## config.mk

```make
export PLATFORM = sky130hd
export DESIGN_NAME = mul_iter_flat
export DESIGN_NICKNAME = d
export VERILOG_FILES = /design/src/rtl/mul_pkg.sv /design/src/rtl/mul_iter_if.sv /design/src/rtl/mul_sign_fix.sv /design/src/rtl/mul_iter.sv /design/src/flat_wrapper.sv
export SDC_FILE = /design/constraint.sdc
export NUM_CORES = 1
export LEC_CHECK = 0
export BUFFER_PORTS_ARGS = -buffer_cell sky130_fd_sc_hd__buf_2
export CAP_MARGIN = 20
export CORE_MARGIN = 2
export CORE_UTILIZATION = 40
export DETAILED_ROUTE_END_ITERATION = 12
export PLACE_DENSITY = 0.6
export SLEW_MARGIN = 20
export SYNTH_ARGS = -nofsm -noshare
export SYNTH_HDL_FRONTEND = slang
export SYNTH_SLANG_ARGS = --single-unit
```

## constraint.sdc

```tcl
create_clock -name clk -period 10.2 [get_ports clk]
set_input_delay 1.02 -clock clk [delete_from_list [all_inputs] [get_ports clk]]
set_output_delay 1.02 -clock clk [all_outputs]
set_load 0.01 [all_outputs]
```

## src/rtl/mul_pkg.sv

```systemverilog
// Shared types and op encodings for the iterative RV32M multiplier.
package mul_pkg;

    localparam logic [1:0] OpEncMul    = 2'b00;
    localparam logic [1:0] OpEncMulh   = 2'b01;
    localparam logic [1:0] OpEncMulhsu = 2'b10;
    localparam logic [1:0] OpEncMulhu  = 2'b11;

    typedef enum logic [1:0] {
        OpMul    = OpEncMul,
        OpMulh   = OpEncMulh,
        OpMulhsu = OpEncMulhsu,
        OpMulhu  = OpEncMulhu
    } mul_op_t;

    typedef enum logic [1:0] {
        StIdle = 2'b00,
        StBusy = 2'b01,
        StDone = 2'b10
    } mul_state_t;

    function automatic logic op_signed_a(input mul_op_t op);
        return (op == OpMulh) || (op == OpMulhsu);
    endfunction

    function automatic logic op_signed_b(input mul_op_t op);
        return op == OpMulh;
    endfunction

endpackage

```

## src/rtl/mul_iter_if.sv

```systemverilog
// Request/response handshake bundle between the execute stage and mul_iter.
interface mul_iter_if #(
    parameter int unsigned N = 32
) ();
    logic         in_valid;
    logic         in_ready;
    logic [1:0]   op;
    logic [N-1:0] a;
    logic [N-1:0] b;
    logic         out_valid;
    logic         out_ready;
    logic [N-1:0] result;
    logic         busy;

    modport master (
        output in_valid, op, a, b, out_ready,
        input  in_ready, out_valid, result, busy
    );

    modport slave (
        input  in_valid, op, a, b, out_ready,
        output in_ready, out_valid, result, busy
    );
endinterface

```

## src/rtl/mul_sign_fix.sv

```systemverilog
// Sign handling for mul_iter: operand magnitudes at accept time, and the
// conditional 2N-bit negate plus half select when the product completes.
module mul_sign_fix
    import mul_pkg::*;
#(
    parameter int unsigned N = 32
) (
    input  mul_op_t        op,
    input  logic [N-1:0]   a,
    input  logic [N-1:0]   b,
    output logic [N-1:0]   abs_a,
    output logic [N-1:0]   abs_b,
    output logic           neg,
    input  mul_op_t        done_op,
    input  logic           done_neg,
    input  logic [2*N-1:0] acc,
    output logic [N-1:0]   result
);
    logic           neg_a;
    logic           neg_b;
    logic [2*N-1:0] prod;

    always_comb begin
        neg_a = op_signed_a(op) & a[N-1];
        neg_b = op_signed_b(op) & b[N-1];
        // Negating the most negative value wraps to 2^(N-1), read as unsigned.
        abs_a = neg_a ? -a : a;
        abs_b = neg_b ? -b : b;
        neg   = neg_a ^ neg_b;
    end

    always_comb begin
        prod   = done_neg ? -acc : acc;
        result = (done_op == OpMul) ? prod[N-1:0] : prod[2*N-1:N];
    end

endmodule

```

## src/rtl/mul_iter.sv

```systemverilog
// Iterative shift-add RV32M multiplier, one multiplier bit per cycle.
// Define MUL_ITER_EARLY_TERM_EN to finish as soon as the remaining multiplier is zero.
module mul_iter
    import mul_pkg::*;
#(
    parameter int unsigned N = 32
) (
    input logic        clk,
    input logic        rst_n,
    mul_iter_if.slave  bus
);
    localparam int unsigned CW = $clog2(N);
    localparam logic [CW-1:0] CntLast = CW'(N - 1);

    mul_state_t     state_q;
    logic [CW-1:0]  count_q;
    logic [2*N-1:0] mcand_q;
    logic [N-1:0]   mplier_q;
    logic [2*N-1:0] acc_q;
    logic           neg_q;
    mul_op_t        op_q;
    logic [N-1:0]   result_q;
    logic           in_ready_q;
    logic           out_valid_q;
    logic           busy_q;

    mul_op_t        in_op;
    logic [N-1:0]   abs_a;
    logic [N-1:0]   abs_b;
    logic           lat_neg;
    logic [N-1:0]   fix_result;
    logic [2*N-1:0] acc_step;
    logic [N-1:0]   mplier_post;
    logic           last_step;

    assign in_op = mul_op_t'(bus.op);

    mul_sign_fix #(
        .N (N)
    ) u_sign_fix (
        .op       (in_op),
        .a        (bus.a),
        .b        (bus.b),
        .abs_a    (abs_a),
        .abs_b    (abs_b),
        .neg      (lat_neg),
        .done_op  (op_q),
        .done_neg (neg_q),
        .acc      (acc_step),
        .result   (fix_result)
    );

    // The sign fix sees the accumulator including the current step, so the
    // result can be registered on the same edge that enters DONE.
    always_comb begin
        acc_step    = acc_q + (mplier_q[0] ? mcand_q : '0);
        mplier_post = mplier_q >> 1;
`ifdef MUL_ITER_EARLY_TERM_EN
        last_step   = (count_q == CntLast) || (mplier_post == '0);
`else
        last_step   = (count_q == CntLast);
`endif
    end

    always_ff @(posedge clk or negedge rst_n) begin
        if (!rst_n) begin
            state_q     <= StIdle;
            count_q     <= '0;
            mcand_q     <= '0;
            mplier_q    <= '0;
            acc_q       <= '0;
            neg_q       <= 1'b0;
            op_q        <= OpMul;
            result_q    <= '0;
            in_ready_q  <= 1'b1;
            out_valid_q <= 1'b0;
            busy_q      <= 1'b0;
        end else begin
            case (state_q)
                StIdle: begin
                    if (bus.in_valid) begin
                        mcand_q    <= {{N{1'b0}}, abs_a};
                        mplier_q   <= abs_b;
                        neg_q      <= lat_neg;
                        op_q       <= in_op;
                        acc_q      <= '0;
                        count_q    <= '0;
                        in_ready_q <= 1'b0;
                        busy_q     <= 1'b1;
                        state_q    <= StBusy;
                    end
                end
                StBusy: begin
                    acc_q    <= acc_step;
                    mcand_q  <= mcand_q << 1;
                    mplier_q <= mplier_post;
                    count_q  <= count_q + 1'b1;
                    if (last_step) begin
                        result_q    <= fix_result;
                        out_valid_q <= 1'b1;
                        state_q     <= StDone;
                    end
                end
                StDone: begin
                    if (bus.out_ready) begin
                        out_valid_q <= 1'b0;
                        busy_q      <= 1'b0;
                        in_ready_q  <= 1'b1;
                        state_q     <= StIdle;
                    end
                end
                default: begin
                    out_valid_q <= 1'b0;
                    busy_q      <= 1'b0;
                    in_ready_q  <= 1'b1;
                    state_q     <= StIdle;
                end
            endcase
        end
    end

    assign bus.in_ready  = in_ready_q;
    assign bus.out_valid = out_valid_q;
    assign bus.result    = result_q;
    assign bus.busy      = busy_q;

endmodule

```

## src/flat_wrapper.sv

```systemverilog
// flat-port wrapper written by rule: the top's interface ports become plain ports
module mul_iter_flat import mul_pkg::*;
#(
    parameter int unsigned N = 32
)
  (clk, rst_n, bus_in_valid, bus_op, bus_a, bus_b, bus_out_ready, bus_in_ready, bus_out_valid, bus_result, bus_busy);
  mul_iter_if #(.N(N)) bus_i ();
  input logic clk;
  input logic rst_n;
  input wire logic [$bits(bus_i.in_valid)-1:0] bus_in_valid;
  input wire logic [$bits(bus_i.op)-1:0] bus_op;
  input wire logic [$bits(bus_i.a)-1:0] bus_a;
  input wire logic [$bits(bus_i.b)-1:0] bus_b;
  input wire logic [$bits(bus_i.out_ready)-1:0] bus_out_ready;
  output wire logic [$bits(bus_i.in_ready)-1:0] bus_in_ready;
  output wire logic [$bits(bus_i.out_valid)-1:0] bus_out_valid;
  output wire logic [$bits(bus_i.result)-1:0] bus_result;
  output wire logic [$bits(bus_i.busy)-1:0] bus_busy;
  assign bus_i.in_valid = bus_in_valid;
  assign bus_i.op = bus_op;
  assign bus_i.a = bus_a;
  assign bus_i.b = bus_b;
  assign bus_i.out_ready = bus_out_ready;
  assign bus_in_ready = bus_i.in_ready;
  assign bus_out_valid = bus_i.out_valid;
  assign bus_result = bus_i.result;
  assign bus_busy = bus_i.busy;
  mul_iter #(.N(N)) u_core (.clk(clk), .rst_n(rst_n), .bus(bus_i));
endmodule
```

; ---- Word level (Yosys, flattened, before mapping)
; Cells that the tools add are included.
[op_classes]
add_sub_neg = 5
n_eq_ne = 8
mux = 25
bitwise = 5
reduce_logical = 10
[op_table]
columns = op, n
row1 = $mux W64, 4
row2 = $pmux W64 S2, 2
row3 = $mux W32, 4
row4 = $add A64 B64 Y64, 1
row5 = $neg A32 Y32, 2
row6 = $neg A64 Y64, 1
row7 = $pmux W32 S2, 1
row8 = $pmux W5 S2, 1
row9 = $pmux W1 S3, 3
row10 = $reduce_and A3 Y1, 3
row11 = $mux W2, 3
row12 = $pmux W2 S3, 1
row13 = $reduce_and A2 Y1, 3
row14 = $add A5 B1 Y5 const B, 1
row15 = $eq A5 B5 Y1 const B, 1
row16 = $mux W1, 5
row17 = $mux W5, 1
row18 = $eq A2 B1 Y1 const B, 2
row19 = $eq A2 B2 Y1 const B, 2
row20 = $logic_not A2 Y1, 2
row21 = $ne A2 B2 Y1 const B, 2
row22 = $and A1 B1 Y1, 2
row23 = $ne A2 B1 Y1 const B, 1
row24 = $not A1 Y1, 2
row25 = 3 further kinds, 3
[word_totals]
regBits = 205
input_bits = 70
output_inout_bits = 35

; ---- Depth between registers and ports, before layout
[depth]
depth_word = 6
ltp_mapped = 19

; ---- Modules after synthesis
; Synthesis repeated with hierarchy kept, for this count alone.
[hier_totals]
hier_cells = 1935
hier_area_um2 = 15632.5
[by_module_without_submodules]
columns = module, n_inst, cells_per_inst, area_per_inst_um2, seq_area_each_um2
row1 = mul_iter, 1, 1410, 12361.9, 5131.2
row2 = mul_sign_fix, 1, 525, 3270.6, 0.0

; ---- Worst setup path before layout
; OpenSTA, ideal clock, no wires.
[synth_timing]
path_type = flip-flop to flip-flop
from = reg u_core.mplier_q[0]
to = reg u_core.result_q[19], in the netlist u_core.bus.result[19]
setup_ns = 0.125
arrival_ns = 4.191
setup_slack_ns = 5.884
path_stages_with_launch = 18
cell_sequence = dfrtp_1 > clkbuf_1 > clkbuf_1 > and2_1 > ha_1 > inv_1 > fa_1 > nor2b_1 > o2111a_1 > o21ai_2 > a211oi_1 > nor3_2 > xnor2_1 > or4_4 > or4_1 > o41ai_2 > mux2i_1 > a21oi_1
[synth_between]
elab_chain_cells = 5
[synth_lines]
columns = element, line_no
row1 = from (decl), mul_iter.sv:18  ; logic [N-1:0] mplier_q;
row2 = from (signal assigned), mul_iter.sv:83  ; mplier_q <= abs_b;
row3 = from (signal assigned), mul_iter.sv:96  ; mplier_q <= mplier_post;
row4 = $mux W64 *, mul_iter.sv:56  ; acc_step = acc_q + (mplier_q[0] ? mcand_q : '0);
row5 = $add A64 B64 Y64 *, mul_iter.sv:56
row6 = $neg A64 Y64, mul_sign_fix.sv:33  ; prod = done_neg ? -acc : acc;
row7 = $mux W64 *, mul_sign_fix.sv:33
row8 = $mux W32 *, mul_sign_fix.sv:34  ; result = (done_op == OpMul) ? prod[N-1:0] : prod[2*N-1:N];
row9 = to (signal assigned), mul_iter.sv:99  ; result_q <= fix_result;
row10 = to (decl), mul_iter.sv:22  ; logic [N-1:0] result_q;
; Mark *: on every way between the ends. The rest lies on a longest branch, timed or not.
; A chain may end at the register's enable or synchronous reset.

; ---- Worst setup path after layout
; Same ends and word-level chain as after synthesis.

==> flow_metrics.env <==
export IMPL_outcome="completed"
export IMPL_drt_initial_drc_count=1334
export IMPL_hp_class="reg2reg"
export IMPL_nFillCells=4059
export IMPL_yosys_cell_types_count=103
export IMPL_multi_input_area_mm2=0.01087
export IMPL_drive_above_1_share_pct=11.05
export IMPL_cp_end_kind="flop"
export IMPL_post_cts_buffers=0
export IMPL_power_mw=6.277
export IMPL_p_leak_nw=7.759
export IMPL_utilization_pct=44.87
export IMPL_cts_resized_gates=0
export IMPL_nNetsFinal=2274
export IMPL_hold_buffers=0
export IMPL_antenna_cells=0
export IMPL_cts_tree="done"
export IMPL_core_area_mm2=0.04083
export IMPL_clk_path_buf_depth=3
export IMPL_vias=16222
export IMPL_grt_pass1_wl_um=89430
export IMPL_grt_pass1_vias=15478
export IMPL_maxCapViolations=0
export IMPL_routed_wl_um=56830
export IMPL_mostFrequentLayoutCell="nand2_1"
export IMPL_ir_drop_uv=128.2
export IMPL_numPortBuffers=104
export IMPL_drt_pass1_iter_count=6
export IMPL_root_buffer="clkbuf_16"
export IMPL_crit_fanout=64
export IMPL_switching_share_pct=52.13
export IMPL_area_sequential_mm2=0.005132
export IMPL_die_height_um=207.6
export IMPL_layout_min_cycle_time_ns=5.673
export IMPL_grt_setup_unrepaired="no"
export IMPL_cts_buffers_inserted=26
export IMPL_ys_warnings_count=0
export IMPL_area_delta_synth_final_pct=10.55
export IMPL_worstSetupStartpointType="flop"
export IMPL_rows=74
export IMPL_grt_remaining_overflow=0
export IMPL_worstSkewPairLatency_ns=0.56
export IMPL_p_int_mw=3.005
export IMPL_seq_area_frac_synth_pct=30.96
export IMPL_track_usage_pct=25.79
export IMPL_async_flop_share_pct=100.0
export IMPL_die_width_um=207.6
export IMPL_syn_inst=2110
export IMPL_synth_edf_count=0
export IMPL_timing_final_crit_share_pct=55.62
export IMPL_ys_flop_type="dfrtp_1"
export IMPL_netSwitchingPower_mw=3.272
export IMPL_hold_viol_final=0
export IMPL_finalMaxSlewViolations=0
export IMPL_cp_data_arrival_time_ns=6.12
export IMPL_fin_setup_tns_ns=0
export IMPL_htree_levels=1
export IMPL_num_io_pins=105
export IMPL_cp_required_ns=10.65
export IMPL_slew_headroom_pct=25.77
export IMPL_comb_power_share_pct=62.2
export IMPL_dieArea_mm2=0.04308
export IMPL_tightestPinTransition_ns=1.106
export IMPL_pwr_share_seq_pct=22.4
export IMPL_synth_area_per_cell_um2=7.855
export IMPL_layout_common_cells="nand2_1 (288), o21ai_0 (255), dfrtp_1 (203), nor2_1 (145), a21oi_1 (131)"
export IMPL_skew_ns=0.01693
export IMPL_hold_slack_ns=0.4711
export IMPL_drc=0
export IMPL_syn_area_mm2=0.01657
export IMPL_start_util_pct=40.59
export IMPL_dp_hpwl_um=42960
export IMPL_grt_antenna_before_repair=0
export IMPL_crit_type="reg2reg"
export IMPL_grt_max_degree=94
export IMPL_cts_sinks=205
export IMPL_via_per_inst=6.042
export IMPL_synthesis_nets=2250
export IMPL_fmax_mhz=176.3
export IMPL_routabilityCongestion=0.9755
export IMPL_clockPowerShare_pct=15.4
export IMPL_cellPowerDensity_mw_per_mm2=342.6
export IMPL_synth_seq_cells=205
export IMPL_path_clk_slew_ns=0.07
export IMPL_ant_nets=0
export IMPL_wl_per_cell_um=21.17
export IMPL_setup_viol=0
critical path, cell delays in order, from the launching register on:
cell      delay [ns]
dfrtp_1         0.34
buf_4           0.44
and2_1          0.22
ha_1            0.21
inv_1           0.07
fa_1            0.40
nor2b_1         0.28
o2111a_1        0.33
o21ai_2         0.12
a311oi_1        0.65
o21ai_0         0.21
a222oi_1        0.74
nand2_1         0.32
or4_1           0.64
o41ai_2         0.27
mux2i_1         0.22
a21oi_1         0.07
path summary, 6_finish.rpt:
kind / start / endpoint / slack [ns] / depth (start not counted)
max in group asynchronous: rst_n / u_core.count_q[3]$_DFFE_PN0P_ / 8.25 / 2
worst min register to register: u_core.bus.result[25]$_DFFE_PN0P_ / u_core.bus.result[25]$_DFFE_PN0P_ / 0.47 / 2
worst max register to register: u_core.mplier_q[0]$_DFFE_PN0P_ / u_core.bus.result[19]$_DFFE_PN0P_ / 4.53 / 16
worst max-delay path: u_core.mplier_q[0]$_DFFE_PN0P_ / u_core.bus.result[19]$_DFFE_PN0P_ / 4.53 / 16
min in group asynchronous: rst_n / u_core.bus.result[6]$_DFFE_PN0P_ / 0.51 / 1
worst min-delay path: u_core.bus.result[25]$_DFFE_PN0P_ / u_core.bus.result[25]$_DFFE_PN0P_ / 0.47 / 2
sequential cells by signal, summed over array words and instances (netlist names):
name,count
u_core.acc_q,64
u_core.bus.busy,1
u_core.bus.in_ready,1
u_core.bus.out_valid,1
u_core.bus.result,32
u_core.count_q,5
u_core.mcand_q,64
u_core.mplier_q,32
u_core.neg_q,1
u_core.op_q,2
u_core.state_q,2
layer usage:
layer | routed length, um | vias up | global-route usage, % | share of wire, %
met5 | 0 | - | 0 | 0
met4 | 2112 | 0 | 9.384 | 3.7
met3 | 3641 | 100 | 4.085 | 6.4
met2 | 24640 | 512 | 39.33 | 43
met1 | 26440 | 7804 | 36.83 | 47
li1 | - | 7806 | - | -
stage by stage:
step                std cells  cell area [um2]  setup slack [ns]
floorplan                2110            16570             5.884
global placement         2638            17410             4.827
detailed placement       2638            17430             4.676
CTS                      2685            18320             4.657
global route             2685            18320             4.224
finish                   2685            18320             4.527
final cells by class:
cell class	instances	area share, %
Multi-Input combinational cell	1754	59.35
Sequential cell	205	28.01
Clock buffer	33	3.968
Tap cell	532	3.633
Timing Repair Buffer	122	3.626
Clock inverter	14	0.9015
Inverter	25	0.5122
cell usage after synthesis (56+ instances only):
| cell type | count | share of area [%] |
|---|---|---|
| xor2_1 | 56 | 3.0 |
| a21oi_1 | 131 | 4.0 |
| o21ai_0 | 255 | 7.7 |
| and2_1 | 82 | 3.1 |
| nand2_1 | 288 | 6.5 |
| nor2_1 | 148 | 3.4 |
| clkbuf_1 | 96 | 2.2 |
| xnor2_1 | 72 | 3.8 |
| ha_1 | 69 | 5.2 |
| dfrtp_1 | 204 | 31 |
| a22oi_1 | 67 | 3.0 |
| nand3_1 | 93 | 2.8 |
power by group through the flow:
stage	Clock (mW)	Sequential, mW	Combinational (mW)
2_1_floorplan	0	1.36	2.67
3_3_place_gp	0	1.41	3.79
3_5_place_dp	0	1.41	3.82
4_1_cts	0.985	1.40	3.84
5_1_grt	1.02	1.45	4.25
6_report	0.966	1.40	3.91
cell families after synthesis:
family	count (synthesis)	share of synthesized area [%]
xor gates and xnor gates	128	6.764
adders and majority gates	70	5.330
buffers and inverters	151	3.744
muxes	19	1.193
AOI/OAI and AO/OA	698	26.70
and+or+nand+nor	839	25.31
DFF	205	30.96
(Power assumes the default switching activity.)
